## config.mk

```make
export PLATFORM = sky130hd
export DESIGN_NAME = ffcp_tx_arbiter
export DESIGN_NICKNAME = d
export VERILOG_FILES = /design/src/rtl/ffcp_tx_arbiter.sv
export SDC_FILE = /design/constraint.sdc
export NUM_CORES = 1
export LEC_CHECK = 0
export BUFFER_PORTS_ARGS = -buffer_cell sky130_fd_sc_hd__buf_2
export CORE_AREA = 2 2 103 105
export CTS_CLUSTER_SIZE = 28
export DETAILED_ROUTE_END_ITERATION = 6
export DIE_AREA = 0 0 105 107
export MAX_ROUTING_LAYER = met4
export PLACE_DENSITY_LB_ADDON = 0.1
export SYNTH_ARGS = -nofsm -noshare
export SYNTH_HDL_FRONTEND = slang
export SYNTH_SLANG_ARGS = --single-unit
export TNS_END_PERCENT = 20
```

## constraint.sdc

```tcl
create_clock -name clk -period 5 [get_ports clk]
set_clock_uncertainty 0.2 [all_clocks]
set_input_delay 1 -clock clk [delete_from_list [all_inputs] [get_ports clk]]
set_output_delay 1 -clock clk [all_outputs]
set_load 0.01 [all_outputs]
```

## src/rtl/ffcp_tx_arbiter.sv

```systemverilog
// Arbitrates between pending ACK and DATA (syn/msg) frames for the single FFCP transmitter,
// sequencing start, completion and watchdog timeout for each granted frame.
module ffcp_tx_arbiter #(
  parameter int unsigned FFCP_INDEX_LEN = 6,
  parameter int unsigned PB_POS_LEN     = 4,
  parameter int unsigned DONE_TIMEOUT   = 2000000
) (
  input  logic                      clk,
  input  logic                      rst_n,
  input  logic                      ack_req,
  input  logic [FFCP_INDEX_LEN-1:0] ack_index,
  input  logic                      data_req,
  input  logic                      data_syn,
  input  logic [FFCP_INDEX_LEN-1:0] data_index,
  input  logic [PB_POS_LEN-1:0]     data_buf_pos,
  input  logic                      tx_done,
  output logic                      tx_start,
  output logic [1:0]                tx_type,
  output logic [FFCP_INDEX_LEN-1:0] tx_index,
  output logic [PB_POS_LEN-1:0]     tx_buf_pos,
  output logic                      tx_sel_data,
  output logic                      ack_done,
  output logic                      data_done,
  output logic                      busy,
  output logic                      timeout_err
);

  localparam int unsigned     WD_W     = 32;
  localparam logic [WD_W-1:0] WD_LAST  = WD_W'(DONE_TIMEOUT - 1);
  localparam logic [1:0]      TYPE_SYN = 2'd0;
  localparam logic [1:0]      TYPE_MSG = 2'd1;
  localparam logic [1:0]      TYPE_ACK = 2'd2;

  typedef enum logic [1:0] {
    S_IDLE  = 2'd0,
    S_START = 2'd1,
    S_WAIT  = 2'd2
  } state_t;

  state_t                    state, state_n;
  logic                      ack_pend, ack_pend_n;
  logic [FFCP_INDEX_LEN-1:0] ack_idx, ack_idx_n;
  logic                      data_pend, data_pend_n;
  logic                      data_syn_q, data_syn_n;
  logic [FFCP_INDEX_LEN-1:0] data_idx, data_idx_n;
  logic [PB_POS_LEN-1:0]     data_pos, data_pos_n;
  logic                      last_ack, last_ack_n;
  logic                      grant_ack, grant_ack_n;
  logic [WD_W-1:0]           wd, wd_n;

  logic                      tx_start_n;
  logic [1:0]                tx_type_n;
  logic [FFCP_INDEX_LEN-1:0] tx_index_n;
  logic [PB_POS_LEN-1:0]     tx_buf_pos_n;
  logic                      tx_sel_data_n;
  logic                      ack_done_n;
  logic                      data_done_n;
  logic                      busy_n;
  logic                      timeout_err_n;

  // State, pending slots and registered outputs
  always_ff @(posedge clk or negedge rst_n) begin
    if (!rst_n) begin
      state       <= S_IDLE;
      ack_pend    <= 1'b0;
      ack_idx     <= '0;
      data_pend   <= 1'b0;
      data_syn_q  <= 1'b0;
      data_idx    <= '0;
      data_pos    <= '0;
      last_ack    <= 1'b0;
      grant_ack   <= 1'b0;
      wd          <= '0;
      tx_start    <= 1'b0;
      tx_type     <= '0;
      tx_index    <= '0;
      tx_buf_pos  <= '0;
      tx_sel_data <= 1'b0;
      ack_done    <= 1'b0;
      data_done   <= 1'b0;
      busy        <= 1'b0;
      timeout_err <= 1'b0;
    end else begin
      state       <= state_n;
      ack_pend    <= ack_pend_n;
      ack_idx     <= ack_idx_n;
      data_pend   <= data_pend_n;
      data_syn_q  <= data_syn_n;
      data_idx    <= data_idx_n;
      data_pos    <= data_pos_n;
      last_ack    <= last_ack_n;
      grant_ack   <= grant_ack_n;
      wd          <= wd_n;
      tx_start    <= tx_start_n;
      tx_type     <= tx_type_n;
      tx_index    <= tx_index_n;
      tx_buf_pos  <= tx_buf_pos_n;
      tx_sel_data <= tx_sel_data_n;
      ack_done    <= ack_done_n;
      data_done   <= data_done_n;
      busy        <= busy_n;
      timeout_err <= timeout_err_n;
    end
  end

  // Next-state, grant and slot update logic
  always_comb begin
    state_n       = state;
    ack_pend_n    = ack_pend;
    ack_idx_n     = ack_idx;
    data_pend_n   = data_pend;
    data_syn_n    = data_syn_q;
    data_idx_n    = data_idx;
    data_pos_n    = data_pos;
    last_ack_n    = last_ack;
    grant_ack_n   = grant_ack;
    wd_n          = wd;
    tx_start_n    = 1'b0;
    tx_type_n     = tx_type;
    tx_index_n    = tx_index;
    tx_buf_pos_n  = tx_buf_pos;
    tx_sel_data_n = tx_sel_data;
    ack_done_n    = 1'b0;
    data_done_n   = 1'b0;
    timeout_err_n = 1'b0;

    case (state)
      S_IDLE: begin
        // Ties go to the kind that did not win last time
        if (ack_pend && (!data_pend || !last_ack)) begin
          state_n       = S_START;
          ack_pend_n    = 1'b0;
          last_ack_n    = 1'b1;
          grant_ack_n   = 1'b1;
          tx_start_n    = 1'b1;
          tx_type_n     = TYPE_ACK;
          tx_index_n    = ack_idx;
          tx_buf_pos_n  = '0;
          tx_sel_data_n = 1'b0;
        end else if (data_pend) begin
          state_n       = S_START;
          data_pend_n   = 1'b0;
          last_ack_n    = 1'b0;
          grant_ack_n   = 1'b0;
          tx_start_n    = 1'b1;
          tx_type_n     = data_syn_q ? TYPE_SYN : TYPE_MSG;
          tx_index_n    = data_idx;
          tx_buf_pos_n  = data_pos;
          tx_sel_data_n = 1'b1;
        end
      end
      S_START: begin
        state_n = S_WAIT;
        wd_n    = '0;
        if (WD_LAST == '0) begin
          timeout_err_n = 1'b1;
          ack_done_n    = grant_ack;
          data_done_n   = !grant_ack;
        end
      end
      S_WAIT: begin
        // Timeout pulses are raised one edge early so they coincide with the last WAIT cycle
        if (wd == WD_LAST) begin
          state_n       = S_IDLE;
          tx_sel_data_n = 1'b0;
        end else if (tx_done) begin
          state_n       = S_IDLE;
          tx_sel_data_n = 1'b0;
          ack_done_n    = grant_ack;
          data_done_n   = !grant_ack;
        end else begin
          wd_n = wd + WD_W'(1);
          if (wd_n == WD_LAST) begin
            timeout_err_n = 1'b1;
            ack_done_n    = grant_ack;
            data_done_n   = !grant_ack;
          end
        end
      end
      default: state_n = S_IDLE;
    endcase

    // New requests win over a same-cycle grant clear; newest ack index overwrites
    if (ack_req) begin
      ack_pend_n = 1'b1;
      ack_idx_n  = ack_index;
    end
    if (data_req && !data_pend_n) begin
      data_pend_n = 1'b1;
      data_syn_n  = data_syn;
      data_idx_n  = data_index;
      data_pos_n  = data_buf_pos;
    end

    busy_n = (state_n != S_IDLE);
  end

endmodule
```

==> impl_metrics.json <==
{
  "ant_nets": 0,
  "routedWlPerCell_um": 16.4,
  "cts.sinks": 71,
  "fp.dieH_um": 107,
  "antenna_cells": 0,
  "track_usage_pct": 18.4,
  "synthMuxAreaShare_pct": 6.63,
  "worst_pin_slew_ns": 0.955,
  "fmax_ghz": 0.321,
  "vias_per_cell": 5.47,
  "place.gp.congestion": 0.848,
  "r2r_end": "ack_done",
  "die_area_mm2": 0.0112,
  "nNetsFinal": 461,
  "synth_warnings": 0,
  "fin_crit_sh_pct": 62.4,
  "cts_buffer_depth": 2,
  "cts-root-buf": "clkbuf_8",
  "rsz0062_at_grt": "false",
  "cp-end-kind": "flip-flop",
  "ys_seq_area_share_pct": 45.1,
  "row_count": 37,
  "nFillCells": 1058,
  "hp-start": "data_syn_q",
  "multiInputGateArea_mm2": 0.00199,
  "fin_setup_tns_ns": 0,
  "drive_gt1_share_pct": 21.7,
  "cellLeakagePower_nw": 1.85,
  "worst_hold_path.endpoint": "tx_type[0]",
  "vias": 3160,
  "grt_max_degree": 72,
  "io_pins": 40,
  "start_util_pct": 39.1,
  "power_density_mw_per_mm2": 480,
  "synth_fa_ha_area_share_pct": 0.635,
  "ys.flop_type": "dfrtp_1",
  "cts_hold_buf": 0,
  "cts_tree": "yes",
  "cts_setup_buffers": 0,
  "r2r-start": "wd[0]",
  "grt_pass1_vias": 3019,
  "synth-simple-area-share_pct": 23.4,
  "critical_path_class": "reg2reg",
  "synth_xor_xnor_area_share_pct": 2.66,
  "cts_resized": 0,
  "relSlewSlack_pct": 35.9,
  "drt_iter0_markers": 182,
  "wirelength_um": 9470,
  "cp_data_required_time_ns": 5.06,
  "drc": 0,
  "arrival_ns": 3.18,
  "ys_ff_latch": 71,
  "synth.most_common_cell": "dfrtp_1",
  "avgSynthCellArea_um2": 9.50,
  "synth_area_leaders": "dfrtp_1 45%, mux2_2 4.9%, nor2_1 4.1%, nand2_1 3.4%, a21oi_1 3.3%",
  "synth_top_family_by_area": "simple AND/OR/NAND/NOR gates",
  "synth_cell_types": 54,
  "synth_top_area_share_pct": 45.1,
  "status": "finished, final reports clean",
  "min_period_ns": 3.12,
  "synth_compound_area_share_pct": 17.1,
  "antenna_found_initial": 0,
  "hp-class": "reg2reg",
  "synth_edf_count": 0,
  "synthTopCellsByCount": "71 x dfrtp_1, 43 x nor2_1, 36 x nand2_1, 26 x a21oi_1, 23 x o21ai_0",
  "port_buffers": 39,
  "mappedNetlistNets": 439,
  "htree_levels": 3,
  "maxCapViolations": 0,
  "synth.largest_area_cell": "dfrtp_1",
  "coreArea_mm2": 0.0101,
  "die_w_um": 105,
  "reg2reg_depth": 8,
  "areaGrowthSynthToFinish_pct": 11.1,
  "final-setup-viol-count": 0,
  "path_max_fanout": 17,
  "final_hold_viol_count": 0,
  "cts_buffers": 9,
  "grt_first_pass_wirelength_um": 15700,
  "async_reset_ff_share_pct": 100,
  "worstSkewPairLatency_ns": 0.35,
  "clkSlewWorstSetupHoldPaths_ns": 0.08,
  "crit_path_start_kind": "flip-flop",
  "final_util_pct": 43.4,
  "grt_overflow": 0,
  "netlist_instances": 415,
  "r2r_setup_slack_ns": 1.88,
  "post-dp-hpwl_um": 6460,
  "hold_depth": 1,
  "seq_area_mm2": 0.00178,
  "synth_area_mm2": 0.00394,
  "ir_drop_v": 0.000231,
  "slew_viol_final": 0,
  "drt-pass1-iter-count": 4
}
==> critical path, stage by stage, from the launching register on <==
cell and delay [ns]:
dfrtp_1 0.45, ha_1 0.30, nand3_4 0.14, nor4_4 0.87, nand4_2 0.23, xor2_1 0.21, nor3_2 0.20, a41oi_1 0.18
nor3b_2 0.24
==> placed cells by master, fill, tap and decap left out, types with 5 or more instances in the layout <==
master / n
dfrtp_1: 71
nor2_1: 43
buf_2: 38
nand2_1: 36
a21oi_1: 26
o21ai_1: 22
o21ai_0: 22
nand3_1: 18
mux2_2: 17
o31ai_1: 11
nand4_1: 10
clkbuf_8: 10
inv_1: 8
xor2_1: 8
and3_1: 7
mux2i_1: 7
a31oi_1: 7
and4_1: 6
nor2b_1: 6
nor4_2: 5
==> layer usage <==
metal,share of wire (%),vias to the layer above,global-route usage [%]
li1,-,1547,-
met1,50,1554,24.7
met2,45,44,27.9
met3,2.3,15,2.74
met4,1.9,0,7.62
met5,0,-,-
==> cell families after synthesis <==
family	after synthesis
buffers and inverters	38
muxes	24
AOI/OAI and AO/OA	107
adders and majority gates	2
and+or+nand+nor	161
xor gates and xnor gates	12
DFF	71
==> through the flow <==
step                      worst slack, ns  hold slack [ns]  instances  area, µm²  total power [mW]
final                                1.88            0.257        578       4380              2.10
after global routing                 1.63            0.268        578       4380              2.26
after CTS                            1.91            0.252        578       4380              2.14
after detailed placement             1.94            0.246        562       4180              1.64
after global placement               1.89            0.236        562       4180              1.62
after floorplan                      2.67            0.224        415       3940              1.44
==> how the worst max path moves through the flow <==
| stage | start | end | slack (ns) |
|---|---|---|---|
| floorplan | wd[0] | ack_done | 2.67 |
| global placement | wd[0] | data_done | 1.89 |
| detailed placement | wd[0] | ack_done | 1.94 |
| CTS | wd[0] | ack_done | 1.91 |
| global route | wd[0] | data_done | 1.63 |
| finish | wd[0] | ack_done | 1.88 |
==> layout make-up <==
class,instances,area share [%]
repair buffers,41,4.85
clock buffers,10,3.14
multi-input cells,306,45.3
clock inverters,6,1.57
flip-flops and latches,71,40.5
inverters,8,0.685
well taps,136,3.88
==> sequential cells by signal, summed over array words and instances, names as in the netlist, 2 cells and up <==
name        flops
data_idx        6
ack_idx         6
state           2
tx_index        6
wd             32
tx_buf_pos      4
data_pos        4
==> report_power, final <==
part	internal, mW	total [mW]	switching [mW]
Sequential	0.733	0.908	0.176
Clock	0.247	0.485	0.238
Combinational	0.293	0.711	0.418
(Power assumes the default switching activity.)
